===== src/rtl/wb_arbiter.sv =====
// rtl/wb_arbiter.sv - register-file write-port arbiter: pipeline vs. 2-entry secondary FIFO
// Pipeline has priority until it has won STARVE_MAX grants back-to-back over a waiting secondary.
module wb_arbiter #(
  parameter int STARVE_MAX = 3
) (
  input  logic       clk,
  input  logic       rst,
  input  logic       p_en,
  input  logic [2:0] p_reg,
  input  logic [9:0] p_data,
  input  logic       s_valid,
  input  logic [2:0] s_reg,
  input  logic [9:0] s_data,
  output logic       s_ready,
  output logic       stall,
  output logic       wr_en,
  output logic [2:0] wr_reg,
  output logic [9:0] wr_data,
  output logic [1:0] q_count
);

  logic [12:0] entry0_q, entry1_q;
  logic        head_q;
  logic [1:0]  cnt_q, cnt_d;
  logic [2:0]  sc_q, sc_d;
  logic        wr_en_q;
  logic [2:0]  wr_reg_q;
  logic [9:0]  wr_data_q;

  logic        push, grant_p, grant_s, wr_idx;
  logic [12:0] head_entry;

  assign s_ready    = (cnt_q != 2'd2);
  assign stall      = (sc_q == 3'(STARVE_MAX)) && (cnt_q != 2'd0);
  assign q_count    = cnt_q;
  assign wr_en      = wr_en_q;
  assign wr_reg     = wr_reg_q;
  assign wr_data    = wr_data_q;
  assign head_entry = head_q ? entry1_q : entry0_q;
  // Tail slot is the head slot when empty, the other slot when one entry is held.
  assign wr_idx     = head_q ^ cnt_q[0];

  always_comb begin
    push    = s_valid && s_ready;
    grant_p = p_en && !stall;
    grant_s = !grant_p && (cnt_q != 2'd0);
    cnt_d   = cnt_q + {1'b0, push} - {1'b0, grant_s};
    sc_d    = sc_q;
    if (grant_s || (cnt_q == 2'd0)) begin
      sc_d = 3'd0;
    end else if (grant_p) begin
      sc_d = sc_q + 3'd1;
    end
  end

  always_ff @(posedge clk) begin
    if (rst) begin
      entry0_q  <= '0;
      entry1_q  <= '0;
      head_q    <= 1'b0;
      cnt_q     <= 2'd0;
      sc_q      <= 3'd0;
      wr_en_q   <= 1'b0;
      wr_reg_q  <= 3'd0;
      wr_data_q <= 10'd0;
    end else begin
      if (push && !wr_idx) entry0_q <= {s_reg, s_data};
      if (push &&  wr_idx) entry1_q <= {s_reg, s_data};
      if (grant_s) head_q <= ~head_q;
      cnt_q   <= cnt_d;
      sc_q    <= sc_d;
      wr_en_q <= grant_p || grant_s;
      if (grant_p) begin
        wr_reg_q  <= p_reg;
        wr_data_q <= p_data;
      end else if (grant_s) begin
        wr_reg_q  <= head_entry[12:10];
        wr_data_q <= head_entry[9:0];
      end
    end
  end

endmodule

===== config.mk =====
export PLATFORM = sky130hd
export DESIGN_NAME = wb_arbiter
export DESIGN_NICKNAME = d
export VERILOG_FILES = /design/src/rtl/wb_arbiter.sv
export SDC_FILE = /design/constraint.sdc
export NUM_CORES = 1
export LEC_CHECK = 0
export ABC_AREA = 1
export CAP_MARGIN = 25
export CORE_UTILIZATION = 50
export DETAILED_ROUTE_END_ITERATION = 6
export PLACE_DENSITY = 0.79
export SKIP_CTS_REPAIR_TIMING = 1
export SLEW_MARGIN = 5
export SYNTH_ARGS = -nofsm -noshare
export SYNTH_HDL_FRONTEND = slang
export SYNTH_SLANG_ARGS = --single-unit

===== constraint.sdc =====
create_clock -name clk -period 2.13 [get_ports clk]
set_input_delay 0.639 -clock clk [delete_from_list [all_inputs] [get_ports clk]]
set_output_delay 0.639 -clock clk [all_outputs]
set_load 0.03 [all_outputs]

## Word level (Yosys, flattened, before mapping)

Cells that the tools add are included.

- Word-level logic and storage cells: 35
- Bits in registers: 46
- Output and inout bits: 18
- Input port bits: 30

- Multiplexer cells: 5
- Reductions and logical operators: 15
- Equality and inequality tests: 2
- Add/subtract/negate cells: 3
- Bitwise logic cells: 2

Operators by type and width:

| kind | number |
|---|---|
| 10-bit 2-to-1 mux | 2 |
| 13-bit 2-to-1 mux | 1 |
| 1-bit logical AND | 6 |
| 3-bit 2-to-1 mux | 2 |
| 2-bit nonzero test | 2 |
| 3-bit by 1-bit adder with 3-bit output (second input constant) | 1 |
| 3-bit by 2-bit == test with 1-bit output (second input constant) | 1 |
| 1-bit logical NOT | 3 |
| 2-bit by 1-bit adder with 2-bit output | 1 |
| 2-bit logical NOT | 1 |
| 1-bit logical OR | 2 |
| 2-bit != test (second input constant) | 1 |
| 2-bit OR reduction | 1 |
| 2-bit by 1-bit subtractor with 2-bit output | 1 |
| 1-bit NOT | 1 |
| 1-bit XOR | 1 |

## Depth between registers and ports, before layout

Gate-level depths: netlist (run 1).

- Depth in word-level cells: 8
- Depth in mapped cells: 10
- Gate-level depth less buffers: 10

## Worst setup path before layout (run 1)

No wires, ideal clock.

- Path type: input -> register
- Start point: input p_en
- End point: register cnt_q[1] (netlist: q_count[1])
- Data required time: 2060 ps
- Setup time: 70 ps
- Stages: 8
- Buffers on the path: 1
- Arrival time: 1885 ps
- Path slack: 175 ps
- Path through: buf_2 -> a21oi_2 -> ha_1 -> inv_1 -> ha_1 -> xnor2_1 -> o21ai_0 -> a21oi_1

- Cells in the longest elaborated chain, start to end: 4

RTL lines:

| what | line | RTL |
|---|---|---|
| start, declared | 8 | `input logic p_en,` |
| 1-bit logical AND | 45 | `grant_p = p_en && !stall;` |
| 1-bit logical NOT | 46 | `grant_s = !grant_p && (cnt_q != 2'd0);` |
| 1-bit logical AND | 46 |  |
| named net grant_s | 30 | `logic push, grant_p, grant_s, wr_idx;` |
| 2-bit by 1-bit subtractor with 2-bit output | 47 | `cnt_d = cnt_q + {1'b0, push} - {1'b0, grant_s};` |
| end signal, assigned | 70 | `cnt_q <= cnt_d;` |
| end, declared | 24 | `logic [1:0] cnt_q, cnt_d;` |

The timed path passes the listed nets, and every way through them passes these cells.
A chain may end at the register's enable or synchronous reset.

## Worst setup path after layout (run 1)

- Start point: register cnt_q[1] (netlist: q_count[1])
- End point: output q_count[1]

RTL lines:

| what | line | RTL |
|---|---|---|
| end, declared | 19 | `output logic [1:0] q_count` |

No word-level cell between the ends.

==> impl_metrics.tcl, run 1 <==
set metrics [dict create \
    setup_slack_ps 56.1 \
    muxShareOfSynthArea_pct 0 \
    power.total_uw 3530 \
    synth_ff_type "dfxtp_1" \
    ys_top_cells_by_area "dfxtp_1 (43%), nand2_1 (18%), nor2_1 (10%)" \
    grt_pass1_wl_mm 8.15 \
    power_density_nw_per_um2 1250 \
    critPathMaxFanout 5 \
    synth_xor_area_share_pct 1.57 \
    numCtsBuffers 5 \
    fp.dieW_microns 67.6 \
    netlist_instances 321 \
    combPwrFrac_pct 44.6 \
    clk_pin_slew_ps 80 \
    synth_top_family_by_area "simple AND/OR/NAND/NOR gates" \
    slew_headroom_pct 61.8 \
    maxCapViolations 0 \
    cts_tree "yes" \
    seq_area_frac_synth_pct 42.8 \
    routed-via-count 2053 \
    drive_gt1_share_pct 9.31 \
    setup_viol 0 \
    cts_buffer_depth 2 \
    ant_nets 0 \
    grt_usage_pct 24.1 \
    dp_cells 418 \
    rsz0062_at_grt "false" \
    syn_area_sq_um 2150 \
    antenna_found_initial 0 \
    cts-root-buf "clkbuf_8" \
    criticalPathCategory "flop to output port" \
    floorplan.die.height_microns 67.6 \
    start_util_pct 53.0 \
    antenna-diode-count 0 \
    hold_path.class "flop to flop" \
    drv_slew 0 \
    critPathTopFamily "buffers and inverters" \
    tightest_slew_ps 572 \
    critPathLaunch "q_count[1]$_SDFF_PP0_" \
    rows 23 \
    yosys_register_bits 46 \
    grt_overflow_total 0 \
    power_frac_seq_pct 37.0 \
    h-tree-depth 2 \
    drc 0 \
    cp_slowest_cell "clkdlybuf4s50_1" \
    pre_cts_slack_ps -92.6 \
    hold_viol_final 0 \
    yosysWarnings 0 \
    power.clock.fraction_pct 18.5 \
    fillCellCount 350 \
    portBuffers 47 \
    p_sw_share_pct 39.4 \
    synthDistinctLibCells 28 \
    nets 409 \
    drtPass1Iterations 4 \
    min_period_ps 2070 \
    avgRoutedWirePerCell_microns 11.6 \
    die_area_sq_um 4570 \
    cp-start-kind "flop" \
    drt-total-wl_mm 4.92 \
    drtIter0Drc 165 \
    fin_crit_sh_pct 97.4 \
    cts.sinks 46 \
    path_cells "clkdlybuf4s50_1" \
    synth_compound_area_share_pct 2.27 \
    p_sw_uw 1390 \
    io_pins 48 \
    synthSimpleGateAreaFrac_pct 41.9 \
    fin_setup_tns_ps 0 \
    r2r_start "sc_q[0]$_SDFFE_PP0P_" \
    max_freq_mhz 482 \
    synth_top_area_share_pct 42.8 \
    cp_data_arrival_time_ps 1430 \
    p_leak_uw 0.00139 \
    gp_congestion 0.786 \
    final_cells 426 \
    synth_adder_area_share_pct 2.33 \
    worst-path-buf-inv 1 \
    core_sq_um 4060 \
    synth_top_area_cell "dfxtp_1" \
    cp-end-kind "output port" \
    syn_nets 355 \
    grt_max_degree 27 \
    async_reset_ff_share_pct 0 \
    viasPerCell 4.82 \
    area_delta_synth_final_pct 32.0 \
    slowest_delay_ps 710 \
    min-delay-start "sc_q[0]$_SDFFE_PP0P_" \
    worstSkewPairLatency_ps 300 \
    p_int_uw 2140 \
    grt_pass1_vias 1880 \
    outcome "completed" \
    synth_edf_count 0 \
    fin_skew_ps 9.21 \
    postSynthAreaPerCell_sq_um 6.70 \
    ir_worst_vdd_mv 0.692 \
    place.detailed.hpwl_mm 3.47 \
    crit_required_ps 1490 \
]
## cells in the mapped netlist (2+ instances only)
cell type / count
buf_2: 6
buf_6: 2
clkbuf_1: 3
dfxtp_1: 46
ha_1: 4
inv_1: 29
inv_2: 2
nand2_1: 104
nand2_2: 2
nand3_1: 34
nand3b_1: 5
nor2_1: 59
o21ai_0: 6
or2_2: 5
## path summary, 6_finish.rpt
kind,end,slack (ps),cells after the start
hold reg to reg,sc_q[0]$_SDFFE_PP0P_,440,1
setup / recovery,q_count[1],60,1
setup reg to reg,q_count[1]$_SDFF_PP0_,170,10
hold / removal,sc_q[0]$_SDFFE_PP0P_,440,1
## metrics by stage
step / instance area [sq um] / hold slack, ps / util [%]
2_1_floorplan: 2150 / 399 / -
3_3_place_gp: 2720 / 408 / 67.0
3_5_place_dp: 2720 / 436 / 67.0
4_1_cts: 2830 / 448 / 69.8
5_1_grt: 2840 / 463 / 69.9
6_report: 2840 / 439 / 69.9
## layer usage
layer	routed length [microns]	track usage, %
met3	247	4.56
met4	27	7.98
met1	2210	30.1
met2	2430	41.2
met5	0	0
## cells in the final DEF (no fill, tap or decap), types with 2 or more instances in the layout
cell type	synthesis	final
buf_4	1	12
clkbuf_8	0	5
clkdlybuf4s50_1	0	45
clkinvlp_4	0	2
dfxtp_1	46	46
dlymetal6s2s_1	0	2
ha_1	4	4
inv_1	29	29
inv_2	2	2
nand2_1	104	104
nand2_2	2	2
nand3_1	34	34
nand3b_1	5	5
nor2_1	59	59
o21ai_0	6	6
or2_2	5	5
## worst register-to-register path, delay by kind of cell, from the launching register on
family | cells | cell delay, ps
XOR/XNOR | 1 | 250
adder cells (fa/ha/maj) | 4 | 870
AO/OA/AOI/OAI | 3 | 340
flip-flops | 1 | 330
buffers and inverters | 2 | 120
## power by group through the flow
stage	combinational [uW]	sequential, uW	clock [uW]
6_report	1580	1310	652
5_1_grt	1770	1340	707
4_1_cts	1580	1310	664
3_5_place_dp	1560	1330	0
3_3_place_gp	1530	1320	0
2_1_floorplan	959	1410	0
## layout make-up
type,instances,area (sq um),share of cell area [%]
Tap cell,50,62.6,2.21
Multi-Input combinational cell,230,1030,36.4
Timing Repair Buffer,60,586,20.6
Clock inverter,3,45.0,1.59
Inverter,32,120,4.23
Clock buffer,5,68.8,2.43
Sequential cell,46,921,32.5
## cell families (layout without fill, tap and decap cells)
kind of cell	after synthesis	after routing
AND/OR/NAND/NOR	214	214
flip-flops	46	46
buffers and inverters	45	100
adder cells (fa/ha/maj)	4	4
XOR/XNOR	3	3
AO/OA/AOI/OAI	9	9
No activity file was read; power rests on OpenSTA's default activity.
==> run 2, diff against run 1 <==
Settings changed: CORE_UTILIZATION 50 to 45, PLACE_DENSITY 0.79 to 0.75.
Clock period 2.13 ns to 1.9 ns, I/O delays scaled along.
==> run 2 against run 1 <==
Net effect:
- the run now ends with design-rule violations left
- combinational power rose by 15%
- final area rose by 1.8%
- count of clock-buffer cells in the layout rose by 2
- flip-flop and latch count did not move
- critical endpoint is now stall
- highest routed layer unchanged
==> impl_metrics.tcl, run 2 (synthesis gave the netlist of run 1 again) <==
set metrics [dict create \
    maxCapViolations 0 \
    cts.sinks 46 \
    area_delta_synth_final_pct 34.3 \
    drc 5 \
    slowest_delay_ps 320 \
    path_cells "ha_1, ha_2, o21ai_1, inv_1, buf_2" \
    ant_nets 0 \
    p_leak_uw 0.00163 \
    rr_worst_depth 10 \
    rows 24 \
    worstSkewPairLatency_ps 290 \
    numCtsBuffers 5 \
    cts-root-buf "clkbuf_8" \
    portBuffers 47 \
    max_freq_mhz 527 \
    drtIter0Drc 155 \
    criticalPathCategory "flop to output port" \
    core_sq_um 4470 \
    tightest_slew_ps 557 \
    setup_viol 0 \
    fin_crit_sh_pct 99.8 \
    grt_pass1_wl_mm 8.20 \
    setup_slack_ps 3.65 \
    place.detailed.hpwl_mm 3.48 \
    hold_path.class "flop to flop" \
    grt_pass1_vias 1901 \
    rsz0062_at_grt "true" \
    r2r-end "q_count[1]$_SDFF_PP0_" \
    fillCellCount 406 \
    floorplan.die.height_microns 71.1 \
    slew_headroom_pct 62.6 \
    drv_slew 0 \
    fin_skew_ps 2.40 \
    grt_max_degree 27 \
    cp_data_arrival_time_ps 1330 \
    ir_worst_vdd_mv 0.698 \
    fin_setup_tns_ps 0 \
    final_common_cell "nand2_1" \
    hold_path_depth 1 \
    crit_required_ps 1330 \
    cts_buffer_depth 2 \
    hold_viol_final 0 \
    r2r_start "sc_q[0]$_SDFFE_PP0P_" \
    final_cells 432 \
    viasPerCell 4.74 \
    routed-via-count 2046 \
    cp-end-kind "output port" \
    clk_pin_slew_ps 80 \
    fin_util_pct 64.5 \
    cts_tree "yes" \
    power_density_nw_per_um2 1340 \
    die_area_sq_um 5060 \
    whs_endpoint "sc_q[0]$_SDFFE_PP0P_" \
    dp_cells 424 \
    min-delay-start "sc_q[0]$_SDFFE_PP0P_" \
    outcome "finished, violations left" \
    min_period_ps 1900 \
    final_cell_mix "nand2_1 (104), nor2_1 (59), dfxtp_1 (46)" \
    start_util_pct 48.0 \
    drt-total-wl_mm 4.89 \
    cp_slowest_cell "dfxtp_1" \
    cp-start-kind "flop" \
    avgRoutedWirePerCell_microns 11.3 \
    drive_gt1_share_pct 11.1 \
    violations "design-rule violations" \
    gp_congestion 0.806 \
    drtPass1Iterations 7 \
    fp.dieW_microns 71.1 \
    pre_cts_slack_ps -240 \
    grt_usage_pct 20.6 \
    antenna-diode-count 0 \
    nets 413 \
    io_pins 48 \
    critPathMaxFanout 2 \
    grt_overflow_total 0 \
    h-tree-depth 2 \
    r2r_slack_ps 150 \
    hold-worst-slack_ps 433 \
    antenna_found_initial 0 \
]
run 2: final cells by class:
class	count	area [sq um]	area share, %
multi-input cells	230	1040	36.2
flip-flops and latches	46	921	31.9
repair buffers	64	646	22.4
inverters	32	120	4.16
clock buffers	7	86.3	2.99
well taps	52	65.1	2.25
clock inverters	1	5.00	0.173
run 2: worst max path at each step:
stage                    startpoint                    end  depth (start not counted)
2_1_floorplan                  p_en  q_count[1]$_SDFF_PP0_                          8
3_3_place_gp                   p_en  q_count[1]$_SDFF_PP0_                          8
3_5_place_dp                   p_en  q_count[1]$_SDFF_PP0_                          8
4_1_cts        sc_q[0]$_SDFFE_PP0P_                  stall                          5
5_1_grt        sc_q[0]$_SDFFE_PP0P_                  stall                          5
6_report       sc_q[0]$_SDFFE_PP0P_                  stall                          5
run 2: where the power goes:
| part | switching, uW | total, uW | internal (uW) |
|---|---|---|---|
| Clock | 312 | 606 | 294 |
| Combinational | 1050 | 1810 | 760 |
| Sequential | 167 | 1440 | 1270 |
run 2: through the flow:
step,area (sq um),power [uW]
4_1_cts,2840,3890
6_report,2890,3860
3_3_place_gp,2750,3240
3_5_place_dp,2750,3270
5_1_grt,2890,4170
2_1_floorplan,2150,2660
run 2: critical path: cells and delay by family, from the launching register on:
| family | cells | cell delay (ps) |
|---|---|---|
| flops | 1 | 320 |
| buf+inv | 2 | 220 |
| compound gates | 1 | 110 |
| fa+ha+maj | 2 | 380 |
run 2: layer usage:
layer	routed length, microns	up-vias	GRT usage (%)
met2	2330	49	35.4
met3	252	2	4.84
met1	2290	901	26.1
li1	-	1094	-
met4	15	0	5.33
met5	0	-	0
==> run 3, diff against run 2 <==
Settings changed: CORE_MARGIN from default to 2, CORE_UTILIZATION 45 to 50, PLACE_DENSITY 0.75 to 0.79.
Clock period 1.9 ns to 2.1 ns, I/O delays scaled along.
==> run 3 against run 2 <==
Net effect:
- the flow now finishes without violations
- sequential power decreased by 8%
- first-iteration DRC count decreased by 5.8%
- worst setup slack improved by 65 ps
- die area decreased by 4.3%
- critical endpoint unchanged
- routed wire length increased by 2.7%
- count of clock-buffer cells in the layout decreased by 1
- global-route usage increased by 1.3 points
- worst hold slack about the same
- combinational power decreased by 14%
- largest cell class unchanged
- total power decreased by 11%
- clock skew increased by 8.5 ps
==> impl_metrics.tcl, run 3 (synthesis gave the netlist of run 1 again) <==
set metrics [dict create \
    outcome "completed" \
    cts_tree "yes" \
    critPathMaxFanout 2 \
    floorplan.die.height_microns 69.6 \
    cts-root-buf "clkbuf_8" \
    final_cell_mix "nand2_1 (104), nor2_1 (59), dfxtp_1 (46)" \
    cp-end-kind "output port" \
    power.clock.fraction_pct 16.7 \
    drc 0 \
    avgRoutedWirePerCell_microns 11.8 \
    antenna_found_initial 0 \
    antenna-diode-count 0 \
    min_period_ps 2030 \
    cp_data_arrival_time_ps 1400 \
    grt_pass1_wl_mm 8.36 \
    place.detailed.hpwl_mm 3.59 \
    start_util_pct 53.0 \
    die_area_sq_um 4840 \
    setup_slack_ps 68.3 \
    cts_buffer_depth 2 \
    p_sw_uw 1410 \
    routed-via-count 2067 \
    core_sq_um 4060 \
    drv_slew 0 \
    criticalPathCategory "flop to output port" \
    drive_gt1_share_pct 9.09 \
    maxCapViolations 0 \
    nets 407 \
    rr_worst_depth 4 \
    grt_max_degree 21 \
    cts.sinks 46 \
    p_leak_uw 0.00140 \
    fp.dieW_microns 69.6 \
    h-tree-depth 2 \
    r2r_slack_ps 230 \
    r2r_start "head_q$_SDFFE_PP0P_" \
    area_delta_synth_final_pct 30.3 \
    power_density_nw_per_um2 1230 \
    cp-start-kind "flop" \
    combPwrFrac_pct 44.9 \
    fin_util_pct 69.0 \
    rsz0062_at_grt "false" \
    grt_overflow_total 0 \
    finalInstanceArea_sq_um 2800 \
    tightest_slew_ps 848 \
    hold_viol_final 0 \
    dp_cells 416 \
    grt_usage_pct 21.9 \
    fin_crit_sh_pct 96.7 \
    fin_skew_ps 10.9 \
    r2r-end "entry0_q[0]$_SDFFE_PP0P_" \
    max_freq_mhz 492 \
    ant_nets 0 \
    clk_pin_slew_ps 90 \
    final_cells 424 \
    pre_cts_slack_ps -150 \
    drtPass1Iterations 4 \
    portBuffers 47 \
    grt_pass1_vias 1867 \
    final_common_cell "nand2_1" \
    numCtsBuffers 5 \
    fillCellCount 350 \
    min-delay-start "sc_q[0]$_SDFFE_PP0P_" \
    hold-worst-slack_ps 432 \
    viasPerCell 4.88 \
    crit_required_ps 1470 \
    setup_viol 0 \
    drtIter0Drc 146 \
    p_int_uw 2040 \
    hold_path.class "flop to flop" \
    p_sw_share_pct 40.9 \
    ir_worst_vdd_mv 0.698 \
    gp_congestion 0.833 \
    hold_path_depth 1 \
    drt-total-wl_mm 5.02 \
    worstSkewPairLatency_ps 310 \
    power_frac_seq_pct 38.4 \
    whs_endpoint "sc_q[0]$_SDFFE_PP0P_" \
    dpl-instance-area_sq_um 2700 \
    rows 23 \
    slew_headroom_pct 43.2 \
    io_pins 48 \
]
[run 3: cell types whose count changed in the layout (fill, tap and decap cells not counted), sizes merged]
cell	delta
dlymetal6s2s	-13
clkinvlp	+1
buf	-7
clkdlybuf4s50	+13
[run 3: power groups by stage]
stage	registers, uW	logic, uW	clock network (uW)
final	1320	1550	575
after global routing	1360	1720	621
after CTS	1320	1550	579
after detailed placement	1340	1540	0
after global placement	1340	1520	0
after floorplan	1430	973	0
[run 3: final cells by class]
type                    count  area (sq um)  area share (%)
clock buffers               6          82.6            2.95
clock inverters             2          12.5           0.447
inverters                  32           120            4.29
multi-input cells         230          1030            36.9
flip-flops and latches     46           921            32.9
well taps                  50          62.6            2.23
repair buffers             58           568            20.3
[run 3: worst max-delay path by stage]
stage,cells past startpoint,from,endpoint
global route,5,sc_q[0]$_SDFFE_PP0P_,stall
global placement,8,p_en,q_count[1]$_SDFF_PP0_
detailed placement,8,p_en,q_count[1]$_SDFF_PP0_
CTS,5,sc_q[0]$_SDFFE_PP0P_,stall
floorplan,8,p_en,q_count[1]$_SDFF_PP0_
finish,5,sc_q[0]$_SDFFE_PP0P_,stall
[run 3: routing by layer]
layer / wire length (microns) / track usage (%)
met4: 59 / 6.54
met1: 2370 / 28.7
met5: 0 / 0
met2: 2310 / 34.7
met3: 277 / 6.69
[run 3: critical path: stages, from the launching register on]
cell	delay (ps)
dfxtp_1	320
ha_1	190
ha_1	200
o21ai_1	130
inv_1	70
clkbuf_2	180
[run 3: metrics by stage]
step | power, uW | TNS (ps)
after floorplan | 2410 | 0
after global placement | 2860 | -75.7
after detailed placement | 2880 | -308
after CTS | 3450 | -385
after global routing | 3690 | 0
final | 3440 | 0
